--- src/rtl/rf_writeback_unit.sv ---
// rf_writeback_unit: merges ALU results and in-order load responses
// onto the single register file write port, with load-use busy tracking.
module rf_writeback_unit #(
    parameter int WIDTH      = 32,
    parameter int DEPTH_BITS = 5,
    parameter int LD_DEPTH   = 2
) (
    input  logic                  clk,
    input  logic                  rst,
    input  logic                  LdIssue,
    input  logic [DEPTH_BITS-1:0] LdRd,
    input  logic [2:0]            LdFunct3,
    input  logic [1:0]            LdAddrLow,
    output logic                  LdReady,
    input  logic                  MemRspValid,
    input  logic [WIDTH-1:0]      MemRspData,
    input  logic                  AluValid,
    input  logic [DEPTH_BITS-1:0] AluRd,
    input  logic [WIDTH-1:0]      AluData,
    output logic                  AluReady,
    input  logic [DEPTH_BITS-1:0] ChkAddr1,
    input  logic [DEPTH_BITS-1:0] ChkAddr2,
    output logic                  Busy1,
    output logic                  Busy2,
    output logic                  WrEn,
    output logic [DEPTH_BITS-1:0] WrAddress,
    output logic [WIDTH-1:0]      WrData,
    output logic                  RspError
);

    localparam int LB = (LD_DEPTH > 1) ? $clog2(LD_DEPTH) : 1;

    logic [DEPTH_BITS-1:0] q_rd [LD_DEPTH];
    logic [2:0]            q_f3 [LD_DEPTH];
    logic [1:0]            q_al [LD_DEPTH];
    logic [LB-1:0]         wp, rp;
    logic [LB:0]           cnt;

    logic                  hold_v;
    logic [DEPTH_BITS-1:0] hold_rd;
    logic [WIDTH-1:0]      hold_data;

    logic push, pop;
    logic sel_ld, sel_hold, sel_alu, cap;
    logic                  wr_n;
    logic [DEPTH_BITS-1:0] wa_n;
    logic [WIDTH-1:0]      wd_n;
    logic [WIDTH-1:0]      ld_fmt;
    logic [7:0]            bsel;
    logic [15:0]           hsel;

    assign LdReady  = (cnt != (LB+1)'(LD_DEPTH));
    assign push     = LdIssue && LdReady;
    assign pop      = MemRspValid && (cnt != '0);
    assign AluReady = AluValid && !hold_v;

    assign sel_ld   = pop;
    assign sel_hold = !pop && hold_v;
    assign sel_alu  = !pop && !hold_v && AluValid;
    // A losing ALU result parks in hold; x0 results are simply dropped.
    assign cap      = pop && AluValid && !hold_v && (AluRd != '0);

    // Extract and extend the addressed byte/half from the response word.
    always_comb begin
        bsel   = MemRspData[8*q_al[rp] +: 8];
        hsel   = MemRspData[16*q_al[rp][1] +: 16];
        ld_fmt = MemRspData;
        case (q_f3[rp])
            3'b000:  ld_fmt = {{(WIDTH-8){bsel[7]}}, bsel};
            3'b001:  ld_fmt = {{(WIDTH-16){hsel[15]}}, hsel};
            3'b100:  ld_fmt = {{(WIDTH-8){1'b0}}, bsel};
            3'b101:  ld_fmt = {{(WIDTH-16){1'b0}}, hsel};
            default: ld_fmt = MemRspData;
        endcase
    end

    // Pick the write for next cycle: load response, then hold, then ALU.
    always_comb begin
        wr_n = 1'b0;
        wa_n = '0;
        wd_n = '0;
        unique case (1'b1)
            sel_ld: begin
                wr_n = (q_rd[rp] != '0);
                wa_n = q_rd[rp];
                wd_n = ld_fmt;
            end
            sel_hold: begin
                wr_n = 1'b1;
                wa_n = hold_rd;
                wd_n = hold_data;
            end
            sel_alu: begin
                wr_n = (AluRd != '0);
                wa_n = AluRd;
                wd_n = AluData;
            end
            default: ;
        endcase
    end

    // Load queue pointers, count and entry storage.
    always_ff @(posedge clk or negedge rst) begin
        if (!rst) begin
            wp  <= '0;
            rp  <= '0;
            cnt <= '0;
            for (int i = 0; i < LD_DEPTH; i++) begin
                q_rd[i] <= '0;
                q_f3[i] <= '0;
                q_al[i] <= '0;
            end
        end else begin
            if (push) begin
                q_rd[wp] <= LdRd;
                q_f3[wp] <= LdFunct3;
                q_al[wp] <= LdAddrLow;
                wp       <= wp + 1'b1;
            end
            if (pop)
                rp <= rp + 1'b1;
            if (push && !pop)
                cnt <= cnt + 1'b1;
            else if (pop && !push)
                cnt <= cnt - 1'b1;
        end
    end

    // Hold register for an ALU result displaced by a load write.
    always_ff @(posedge clk or negedge rst) begin
        if (!rst) begin
            hold_v    <= 1'b0;
            hold_rd   <= '0;
            hold_data <= '0;
        end else if (cap) begin
            hold_v    <= 1'b1;
            hold_rd   <= AluRd;
            hold_data <= AluData;
        end else if (sel_hold) begin
            hold_v    <= 1'b0;
        end
    end

    // Registered write port and sticky stray-response flag.
    always_ff @(posedge clk or negedge rst) begin
        if (!rst) begin
            WrEn      <= 1'b0;
            WrAddress <= '0;
            WrData    <= '0;
            RspError  <= 1'b0;
        end else begin
            WrEn <= wr_n;
            if (wr_n) begin
                WrAddress <= wa_n;
                WrData    <= wd_n;
            end
            if (MemRspValid && (cnt == '0))
                RspError <= 1'b1;
        end
    end

    // Busy: any pending queue entry, held result or uncommitted write.
    always_comb begin
        logic [LB-1:0] off;
        logic          b1, b2;
        b1  = 1'b0;
        b2  = 1'b0;
        off = '0;
        for (int i = 0; i < LD_DEPTH; i++) begin
            off = LB'(i) - rp;
            if ({1'b0, off} < cnt) begin
                if (q_rd[i] == ChkAddr1) b1 = 1'b1;
                if (q_rd[i] == ChkAddr2) b2 = 1'b1;
            end
        end
        if (hold_v && hold_rd == ChkAddr1) b1 = 1'b1;
        if (hold_v && hold_rd == ChkAddr2) b2 = 1'b1;
        if (WrEn && WrAddress == ChkAddr1) b1 = 1'b1;
        if (WrEn && WrAddress == ChkAddr2) b2 = 1'b1;
        Busy1 = b1 && (ChkAddr1 != '0);
        Busy2 = b2 && (ChkAddr2 != '0);
    end

endmodule
--- config.mk ---
export PLATFORM = sky130hd
export DESIGN_NAME = rf_writeback_unit
export DESIGN_NICKNAME = d
export VERILOG_FILES = /design/src/rtl/rf_writeback_unit.sv
export SDC_FILE = /design/constraint.sdc
export NUM_CORES = 1
export LEC_CHECK = 0
export ABC_AREA = 1
export CAP_MARGIN = 20
export CELL_PAD_IN_SITES_DETAIL_PLACEMENT = 1
export CELL_PAD_IN_SITES_GLOBAL_PLACEMENT = 1
export CORE_MARGIN = 1.5
export CORE_UTILIZATION = 39
export DETAILED_ROUTE_END_ITERATION = 16
export GPL_TIMING_DRIVEN = 0
export PLACE_DENSITY = 0.84
export SKIP_CTS_REPAIR_TIMING = 1
export SLEW_MARGIN = 20
export SYNTH_ARGS = -nofsm -noshare
export SYNTH_HDL_FRONTEND = slang
export SYNTH_SLANG_ARGS = --single-unit
export TNS_END_PERCENT = 10
--- constraint.sdc ---
create_clock -name clk -period 2.9 [get_ports clk]
set_input_delay 0.58 -clock clk [delete_from_list [all_inputs] [get_ports clk]]
set_output_delay 0.58 -clock clk [all_outputs]
set_load 0.005 [all_outputs]
==> run_results.csv, run 1 <==
group,metric,value,unit
critical_path,cp-end-kind,"primary output",
clock_tree,cts_buffers,9,
detailed_routing,routed_wl,21.2,mm
clock_tree,clkLatencyLatePin,0.36,ns
clock_tree,cts.path.max_buffers,2,
sta,skew,0.00819,ns
critical_path,path_class,"reg -> out",
grt,antenna_found_initial,0,
placed_design,dp_slack,-0.179,ns
worst_hold_path,hp-class,"in -> async",
critical_path,critPathArrivalTime,2.15,ns
detailed_routing,dr.pass1.iters,5,
synthesis,synth_nets,951,
grt,grt_pass1_wl,34.2,mm
sta,post-route-period-util,94.3,%
placed_design,dp_hpwl,16.1,mm
finish,diodes,0,
synthesis,avgSynthCellArea,7.10,um2
synthesis,synth_seq_cells,101,
power_and_ir_drop,seq_power_share,29.5,%
die,boundaryPins,137,
power_and_ir_drop,powerDensity,1140,mW/mm2
sta,finalHoldViolations,0,
power_and_ir_drop,comb_power_share,55.8,%
die,die_y,128,um
finish,drive_gt1_share,8.76,%
detailed_routing,drc_errors,0,
power_and_ir_drop,intPower,4.98,mW
run_status,status,"finished, final reports clean",
finish,finalInstanceArea,0.00801,mm2
clock_tree,cts_root_buffer,"clkbuf_16",
synthesis,synth_cell_type_count,35,
flow_run,maxCapViolCount,0,
critical_path,r2r_cells,7,
die,rows,45,
placed_design,io_buffers,132,
critical_path,required,2.32,ns
die,start_util,40.0,%
power_and_ir_drop,swShare,45.4,%
clock_tree,cts_htree_levels,3,
finish,syn2layout_area_growth,31.8,%
finish,num-nets-final,1095,
detailed_routing,via_count,6218,
clock_tree,path_clk_slew,0.07,ns
grt,grt-ovfl-total,0,
power_and_ir_drop,ir_worst_vdd,505,uV
power_and_ir_drop,clockPowerShare,14.7,%
sta,setup_tns,0,ns
critical_path,r2r-start,"cnt[1]$_DFFE_PN0P_",
critical_path,r2r-end,"cnt[1]$_DFFE_PN0P_",
die,die_x,128,um
detailed_routing,wl_per_cell,17.8,um
critical_path,crit_path_start_kind,"flip-flop",
sta,grt_setup_unrepaired,"false",
power_and_ir_drop,leakage,3.82,nW
placed_design,finalWeightedCongestion,0.893,
synthesis,ys_seq_area_share,41.6,%
sta,finalSetupViolations,0,
synthesis,ys_warn_count,0,
synthesis,syn_area,0.00608,mm2
clock_tree,clock_sinks,101,
sta,period_minus_slack,2.73,ns
die,die_area,0.0163,mm2
critical_path,rrSetupSlack,0.69,ns
power_and_ir_drop,p_switching,4.14,mW
sta,relSlewSlack,58.8,%
detailed_routing,via_per_inst,5.21,
grt,grt_max_degree,74,
grt,grt_pass1_vias,6467,
critical_path,worst-path-max-fanout,10,
die,coreArea,0.0152,mm2
clock_tree,cts_tree,"done",
sta,worst_slack,0.166,ns
detailed_routing,drtIter0Drc,422,
placed_design,dpl_cell_area,0.00766,mm2
grt,grt_util_all_layers,27.1,%
synthesis,synthCells,856,
sta,fmax,366,MHz
sta,drv_slew,0,
detailed_routing,ant_nets,0,
sta,tightest_slew,0.619,ns
-- flip-flops by register name, summed over array words and instances, names as in the netlist --
signal,count
hold_v,1
hold_data,32
hold_rd,5
cnt,2
q_al,4
rp,1
q_f3,6
WrData,32
WrEn,1
RspError,1
q_rd,10
WrAddress,5
wp,1
-- through the flow --
step,util (%),power (mW),std cells,hold slack (ns)
5_1_grt,52.7,9.83,1193,0.0981
3_3_place_gp,50.2,7.51,1176,0.450
6_report,52.7,9.12,1193,0.0940
3_5_place_dp,50.4,7.72,1177,0.452
4_1_cts,52.6,9.13,1193,0.0941
2_1_floorplan,-,5.79,856,0.284
-- cells by family (layout without fill, tap and decap cells) --
kind of cell | count (synthesis) | in the layout | synth area share, %
flip-flops | 101 | 101 | 41.6
buffers and inverters | 151 | 300 | 10.6
adder cells (fa/ha/maj) | 1 | 1 | 0.206
multiplexers | 1 | 1 | 0.185
AND/OR/NAND/NOR | 383 | 383 | 26.1
XOR/XNOR | 24 | 24 | 3.46
AO/OA/AOI/OAI | 195 | 195 | 17.8
-- placed cells by master, fill, tap and decap left out, types with 4 or more instances in the layout --
cell type	Yosys	final
nand2_1	229	229
clkdlybuf4s50_1	0	125
o21ai_0	107	107
dfrtp_1	101	101
inv_1	102	98
nor2_1	91	91
a21oi_1	52	52
nand3_1	30	30
clkbuf_1	22	23
a21oi_2	20	20
xnor2_1	15	15
buf_2	12	12
nand4_1	10	10
buf_6	8	9
nor2_2	9	9
xor2_1	9	9
clkbuf_16	0	9
inv_2	4	8
o22ai_1	7	7
dlymetal6s2s_1	0	6
o21ai_1	4	4
nand2_2	4	4
-- routing by layer --
| metal | global-route usage (%) | part of all wire [%] | vias to the layer above |
|---|---|---|---|
| met5 | 0 | 0 | - |
| met4 | 7.27 | 1.9 | 0 |
| met3 | 4.76 | 5.3 | 25 |
| met2 | 45.5 | 49 | 181 |
| met1 | 36.2 | 44 | 3019 |
| li1 | - | - | 2993 |
-- critical path, cell delays in order (launching register included) --
cell             delay [ns]
dfrtp_1                0.38
buf_6                  0.14
buf_6                  0.14
a21oi_1                0.30
nor2_1                 0.09
nand4_1                0.09
nand2_1                0.05
nor2_1                 0.10
nor2_1                 0.05
clkdlybuf4s50_1        0.45
-- final cells by class --
class,instances,area [um2]
buffer,44,244
clock buffer,11,243
clock inverter,5,83.8
fill,1948,7190
inverter,107,402
multi-input combinational,604,2910
sequential,101,2530
tap,188,235
timing repair buffer,133,1370
-- synthesized netlist by cell type --
master,count,area share [%]
a21boi_0,1,0.12
a21o_1,1,0.12
a21oi_1,52,4.3
a21oi_2,20,2.9
a221oi_1,1,0.14
buf_1,1,0.062
buf_2,12,0.99
buf_4,1,0.12
buf_6,8,1.5
clkbuf_1,22,1.4
clkinv_1,1,0.062
dfrtp_1,101,42
ha_1,1,0.21
inv_1,102,6.3
inv_2,4,0.25
mux2_2,1,0.19
nand2_1,229,14
nand2_2,4,0.41
nand3_1,30,2.5
nand3_4,2,0.58
nand3b_1,1,0.12
nand4_1,10,1.0
nor2_1,91,5.6
nor2_2,9,0.93
nor2_4,2,0.37
nor3_1,3,0.25
nor4_1,1,0.10
o21ai_0,107,8.8
o21ai_1,4,0.33
o21ai_2,1,0.14
o21ai_4,1,0.27
o22ai_1,7,0.72
or2_2,1,0.10
xnor2_1,15,2.2
xor2_1,9,1.3
-- power by group through the flow --
stage / Clock (mW) / Combinational [mW] / Sequential (mW)
floorplan: 0 / 3.25 / 2.55
global placement: 0 / 4.85 / 2.67
detailed placement: 0 / 5.03 / 2.70
CTS: 1.36 / 5.09 / 2.69
global route: 1.42 / 5.64 / 2.77
finish: 1.34 / 5.09 / 2.69
-- worst max-delay path by stage --
stage | slack [ns] | from | to | cells after the start
2_1_floorplan | 0.98 | ChkAddr1[4] | Busy1 | 7
3_3_place_gp | -2.76 | rst | hold_data[8]$_DFFE_PN0P_ | 1
3_5_place_dp | -0.18 | ChkAddr1[1] | Busy1 | 10
4_1_cts | -0.19 | ChkAddr1[1] | Busy1 | 10
5_1_grt | 0.03 | ChkAddr1[1] | Busy1 | 10
6_report | 0.17 | rp$_DFFE_PN0P_ | Busy1 | 9
Power figures use the tool's default switching activity.
==> run 2: changes to the inputs <==
--- a/config.mk
+++ b/config.mk
@@ -10,10 +10,10 @@
 export CELL_PAD_IN_SITES_DETAIL_PLACEMENT = 1
 export CELL_PAD_IN_SITES_GLOBAL_PLACEMENT = 1
 export CORE_MARGIN = 1.5
-export CORE_UTILIZATION = 39
+export CORE_UTILIZATION = 36
 export DETAILED_ROUTE_END_ITERATION = 16
 export GPL_TIMING_DRIVEN = 0
-export PLACE_DENSITY = 0.84
+export PLACE_DENSITY = 0.76
 export SKIP_CTS_REPAIR_TIMING = 1
 export SLEW_MARGIN = 20
 export SYNTH_ARGS = -nofsm -noshare
==> constraint.sdc (replaced) <==
create_clock -name clk -period 2.95 [get_ports clk]
set_input_delay 0.59 -clock clk [delete_from_list [all_inputs] [get_ports clk]]
set_output_delay 0.59 -clock clk [all_outputs]
set_load 0.005 [all_outputs]
==> run 2 against run 1 <==
Effect of this change:
- worst setup slack gained 0.025 ns
- utilization decreased by 3.8 points
- non-clock buffer count increased by 1
- die area grew 8.1%
- sequential share of layout area shrank 0.27 points
- power fell by 1.2%
- critical endpoint is now Busy2
- largest cell class unchanged
- largest power group unchanged
- highest routed layer unchanged
==> run_results.csv, run 2 (synthesized netlist as in run 1, its figures left out) <==
group,metric,value,unit
run_status,status,"finished, final reports clean",
finish,instances_no_fill,1226,
sta,relSlewSlack,56.7,%
detailed_routing,wl_per_cell,17.3,um
critical_path,critPathArrivalTime,2.17,ns
finish,diodes,0,
critical_path,required,2.36,ns
detailed_routing,drtIter0Drc,325,
detailed_routing,dr.pass1.iters,4,
finish,fillers,2095,
critical_path,path_class,"reg -> out",
sta,fmax,362,MHz
grt,grt_pass1_wl,34.2,mm
placed_design,dp_hpwl,16.1,mm
clock_tree,cts_htree_levels,3,
sta,finalSetupViolations,0,
sta,drv_slew,0,
critical_path,worst-path-max-fanout,10,
critical_path,r2r_cells,7,
worst_hold_path,hp-class,"in -> async",
critical_path,r2r-end,"cnt[1]$_DFFE_PN0P_",
placed_design,post-place-cells,1209,
placed_design,dpl_cell_area,0.00770,mm2
power_and_ir_drop,leakage,3.84,nW
clock_tree,cts_tree,"done",
detailed_routing,via_per_inst,4.99,
grt,grt_util_all_layers,24.9,%
clock_tree,cts_root_buffer,"clkbuf_16",
die,start_util,36.8,%
grt,grt_pass1_vias,6289,
finish,num-nets-final,1096,
detailed_routing,drc_errors,0,
sta,finalHoldViolations,0,
clock_tree,cts_buffers,9,
critical_path,r2r-start,"cnt[1]$_DFFE_PN0P_",
power_and_ir_drop,p_total,9.01,mW
sta,grt_setup_unrepaired,"false",
die,die_area,0.0177,mm2
detailed_routing,routed_wl,21.2,mm
finish,syn2layout_area_growth,32.9,%
detailed_routing,ant_nets,0,
critical_path,crit_path_start_kind,"flip-flop",
die,boundaryPins,137,
die,coreArea,0.0165,mm2
die,rows,47,
critical_path,critPathSlowestCell,"clkdlybuf4s50_1",
grt,antenna_found_initial,0,
sta,skew,0.0108,ns
die,die_x,133,um
detailed_routing,via_count,6119,
clock_tree,path_clk_slew,0.08,ns
sta,period_minus_slack,2.76,ns
finish,largest_registers,"WrData x32, hold_data x32, q_rd x10",
finish,finalInstanceArea,0.00808,mm2
grt,grt_max_degree,57,
sta,worst_slack,0.191,ns
clock_tree,clkLatencyLatePin,0.36,ns
grt,grt-ovfl-total,0,
critical_path,path_cells,"buf_6 > inv_2 > buf_6 > a21oi_1 > nor3_2 > nand4_1 > nand2_1 > nor2_1 > nor2_1 > clkdlybuf4s50_1",
critical_path,cp-end-kind,"primary output",
sta,tightest_slew,0.649,ns
sta,post-route-period-util,93.5,%
clock_tree,clock_sinks,101,
flow_run,maxCapViolCount,0,
critical_path,rrSetupSlack,0.80,ns
placed_design,dp_slack,-0.140,ns
finish,most-common-layout-cells,"nand2_1, clkdlybuf4s50_1, o21ai_0",
power_and_ir_drop,ir_worst_vdd,444,uV
placed_design,io_buffers,132,
clock_tree,cts.path.max_buffers,2,
finish,drive_gt1_share,8.95,%
finish,final_common_cell,"nand2_1",
die,die_y,133,um
critical_path,cpPeakStageDelay,0.50,ns
power_and_ir_drop,powerDensity,1110,mW/mm2
sta,timing.hold.ws,0.162,ns
placed_design,finalWeightedCongestion,0.855,
## run 2: changes by cell type in the layout (fill, tap and decap cells not counted)
cell / change
clkbuf_8: -1
buf_4: +1
clkbuf_1: -1
bufinv_16: +1
inv_6: +1
## run 2: per-layer routing
layer	part of all wire, %	wire (um)	global-route usage, %	vias to the layer above
li1	-	-	-	2991
met3	4.0	856	4.14	22
met4	1.5	312	5.68	0
met5	0	0	0	-
met1	47	10000	34.4	2967
met2	47	9990	41.1	139
## run 2: layout make-up
cell class	instances	area (um2)	share of cell area, %
multi-input cells	604	2910	36.0
clock inverters	7	123	1.52
well taps	220	275	3.41
plain buffers	44	244	3.02
flip-flops and latches	101	2530	31.3
repair buffers	134	1370	17.0
inverters	107	402	4.97
clock buffers	9	225	2.79
## run 2: worst max path at each step
stage	start	to
global route	rp$_DFFE_PN0P_	Busy2
floorplan	ChkAddr1[4]	Busy1
global placement	rst	hold_data[8]$_DFFE_PN0P_
finish	rp$_DFFE_PN0P_	Busy2
CTS	ChkAddr1[1]	Busy1
detailed placement	ChkAddr1[1]	Busy1
## run 2: power breakdown
part	switching (mW)	internal [mW]	leakage (nW)	total, mW
clock	0.576	0.834	0.162	1.41
sequential	0.561	2.09	1.23	2.65
combinational	2.91	2.04	2.45	4.95
## run 2: critical path: cells and delay by family (launching register included)
family          cells  cell delay, ns
buf+inv             4            0.85
simple gates        5            0.45
flops               1            0.38
compound gates      1            0.14
## run 2: stage by stage
| stage | TNS [ns] | util, % |
|---|---|---|
| after global placement | -278.35 | 46.4 |
| after detailed placement | -0.169 | 46.6 |
| after global routing | 0 | 48.9 |
| after floorplan | 0 | - |
| final | 0 | 48.9 |
| after CTS | -0.182 | 48.7 |
==> run 3: changes to the inputs <==
--- a/config.mk
+++ b/config.mk
@@ -15,7 +15,6 @@
 export GPL_TIMING_DRIVEN = 0
 export PLACE_DENSITY = 0.76
 export SKIP_CTS_REPAIR_TIMING = 1
-export SLEW_MARGIN = 20
 export SYNTH_ARGS = -nofsm -noshare
 export SYNTH_HDL_FRONTEND = slang
 export SYNTH_SLANG_ARGS = --single-unit
==> run 3 against run 2 <==
Effect of this change:
- clock-buffer cell count unchanged
- register-to-register slack about the same
- critical endpoint is now Busy1
- clock power about the same
- utilization about the same
==> run_results.csv, run 3 (synthesized netlist as in run 1, its figures left out) <==
group,metric,value,unit
critical_path,critPathArrivalTime,2.16,ns
die,rows,47,
finish,syn2layout_area_growth,32.9,%
finish,fin_util,48.9,%
detailed_routing,ant_nets,0,
critical_path,cp-end-kind,"primary output",
critical_path,cpPeakStageDelay,0.45,ns
sta,finalHoldViolations,0,
finish,diodes,0,
detailed_routing,drtIter0Drc,285,
finish,drive_gt1_share,9.05,%
critical_path,critPathSlowestCell,"clkdlybuf4s50_1",
placed_design,dp_hpwl,16.1,mm
detailed_routing,via_count,6074,
clock_tree,clkLatencyLatePin,0.36,ns
sta,post-route-period-util,93.3,%
sta,finalSetupViolations,0,
sta,fmax,363,MHz
power_and_ir_drop,leakage,3.84,nW
clock_tree,cts_htree_levels,3,
finish,fillers,2080,
flow_run,maxCapViolCount,0,
die,die_x,133,um
finish,final_common_cell,"nand2_1",
critical_path,path_cells,"buf_6 > inv_2 > buf_6 > a21oi_1 > inv_1 > nand4_1 > nand2_1 > nor2_1 > nor2_1 > clkdlybuf4s50_1",
detailed_routing,dr.pass1.iters,4,
die,coreArea,0.0165,mm2
critical_path,required,2.36,ns
critical_path,crit_path_start_kind,"flip-flop",
grt,grt-ovfl-total,0,
clock_tree,cts_root_buffer,"clkbuf_16",
grt,antenna_found_initial,0,
detailed_routing,wl_per_cell,17.1,um
critical_path,path_class,"reg -> out",
sta,skew,0.00729,ns
clock_tree,cts.path.max_buffers,2,
sta,drv_slew,0,
die,boundaryPins,137,
die,start_util,36.8,%
die,die_area,0.0177,mm2
placed_design,io_buffers,132,
grt,grt_max_degree,53,
detailed_routing,drc_errors,0,
power_and_ir_drop,powerDensity,1110,mW/mm2
sta,period_minus_slack,2.75,ns
power_and_ir_drop,ir_worst_vdd,435,uV
detailed_routing,via_per_inst,4.95,
die,die_y,133,um
clock_tree,cts_buffers,9,
grt,grt_pass1_wl,34.3,mm
critical_path,worst-path-max-fanout,10,
sta,tightest_slew,0.711,ns
finish,largest_registers,"WrData x32, hold_data x32, q_rd x10",
worst_hold_path,hp-class,"in -> async",
clock_tree,cts_tree,"done",
finish,most-common-layout-cells,"nand2_1, clkdlybuf4s50_1, o21ai_0",
sta,relSlewSlack,52.6,%
finish,num-nets-final,1096,
sta,timing.hold.ws,0.272,ns
grt,grt_pass1_vias,6357,
detailed_routing,routed_wl,21.0,mm
grt,grt_util_all_layers,24.9,%
run_status,status,"finished, final reports clean",
clock_tree,path_clk_slew,0.07,ns
placed_design,finalWeightedCongestion,0.855,
clock_tree,clock_sinks,101,
sta,grt_setup_unrepaired,"false",
run 3: cell counts in the layout (fill, tap and decap cells not counted):
Identical to the previous run, type by type.
run 3: cell type report:
type,instances,area (um2),area share [%]
well taps,220,275,3.41
flip-flops and latches,101,2530,31.3
clock inverters,7,123,1.52
clock buffers,9,225,2.79
multi-input cells,604,2910,36.0
plain buffers,44,244,3.02
repair buffers,134,1370,17.0
inverters,107,402,4.97
run 3: worst paths after layout:
check / start / end / slack, ns / cells past startpoint
min in group clk: RspError$_DFFE_PN0P_ / RspError$_DFFE_PN0P_ / 0.47 / 1
hold / removal: rst / q_f3[3]$_DFFE_PN0P_ / 0.27 / 1
max in group asynchronous: rst / hold_data[6]$_DFFE_PN0P_ / 1.97 / 2
setup / recovery: rp$_DFFE_PN0P_ / Busy1 / 0.20 / 10
setup reg to reg: cnt[1]$_DFFE_PN0P_ / cnt[1]$_DFFE_PN0P_ / 0.80 / 7
hold reg to reg: RspError$_DFFE_PN0P_ / RspError$_DFFE_PN0P_ / 0.47 / 1
run 3: worst max-delay path: cells and delay by family (launching register included):
kind	cells	cell delay (ns)
DFF	1	0.35
and+or+nand+nor	4	0.30
AOI/OAI and AO/OA	1	0.29
buffers and inverters	5	0.87
run 3: power by group:
| group | total, mW | internal, mW | leakage (nW) | switching (mW) |
|---|---|---|---|---|
| combinational | 4.94 | 2.04 | 2.44 | 2.91 |
| sequential | 2.64 | 2.09 | 1.23 | 0.551 |
| clock | 1.40 | 0.834 | 0.162 | 0.570 |
| total | 8.98 | 4.96 | 3.84 | 4.03 |
run 3: metal layers:
| layer | global-route usage, % | share of wire, % | up-vias | wire length [um] |
|---|---|---|---|---|
| met4 | 7.08 | 1.5 | 0 | 307 |
| li1 | - | - | 2998 | - |
| met5 | 0 | 0 | - | 0 |
| met2 | 41.1 | 48 | 131 | 10000 |
| met1 | 34.2 | 47 | 2925 | 9840 |
| met3 | 3.26 | 3.9 | 20 | 814 |
run 3: per-stage QoR:
stage               instances  worst slack [ns]  total power [mW]  area [um2]  TNS (ns)
floorplan                 856              1.01              5.69        6080         0
global placement         1208             -2.76              7.45        7670   -278.35
detailed placement       1209            -0.141              7.59        7700    -0.172
CTS                      1225            -0.138              9.04        8050    -0.175
global route             1226            0.0403              9.76        8080         0
finish                   1226             0.197              8.98        8080         0
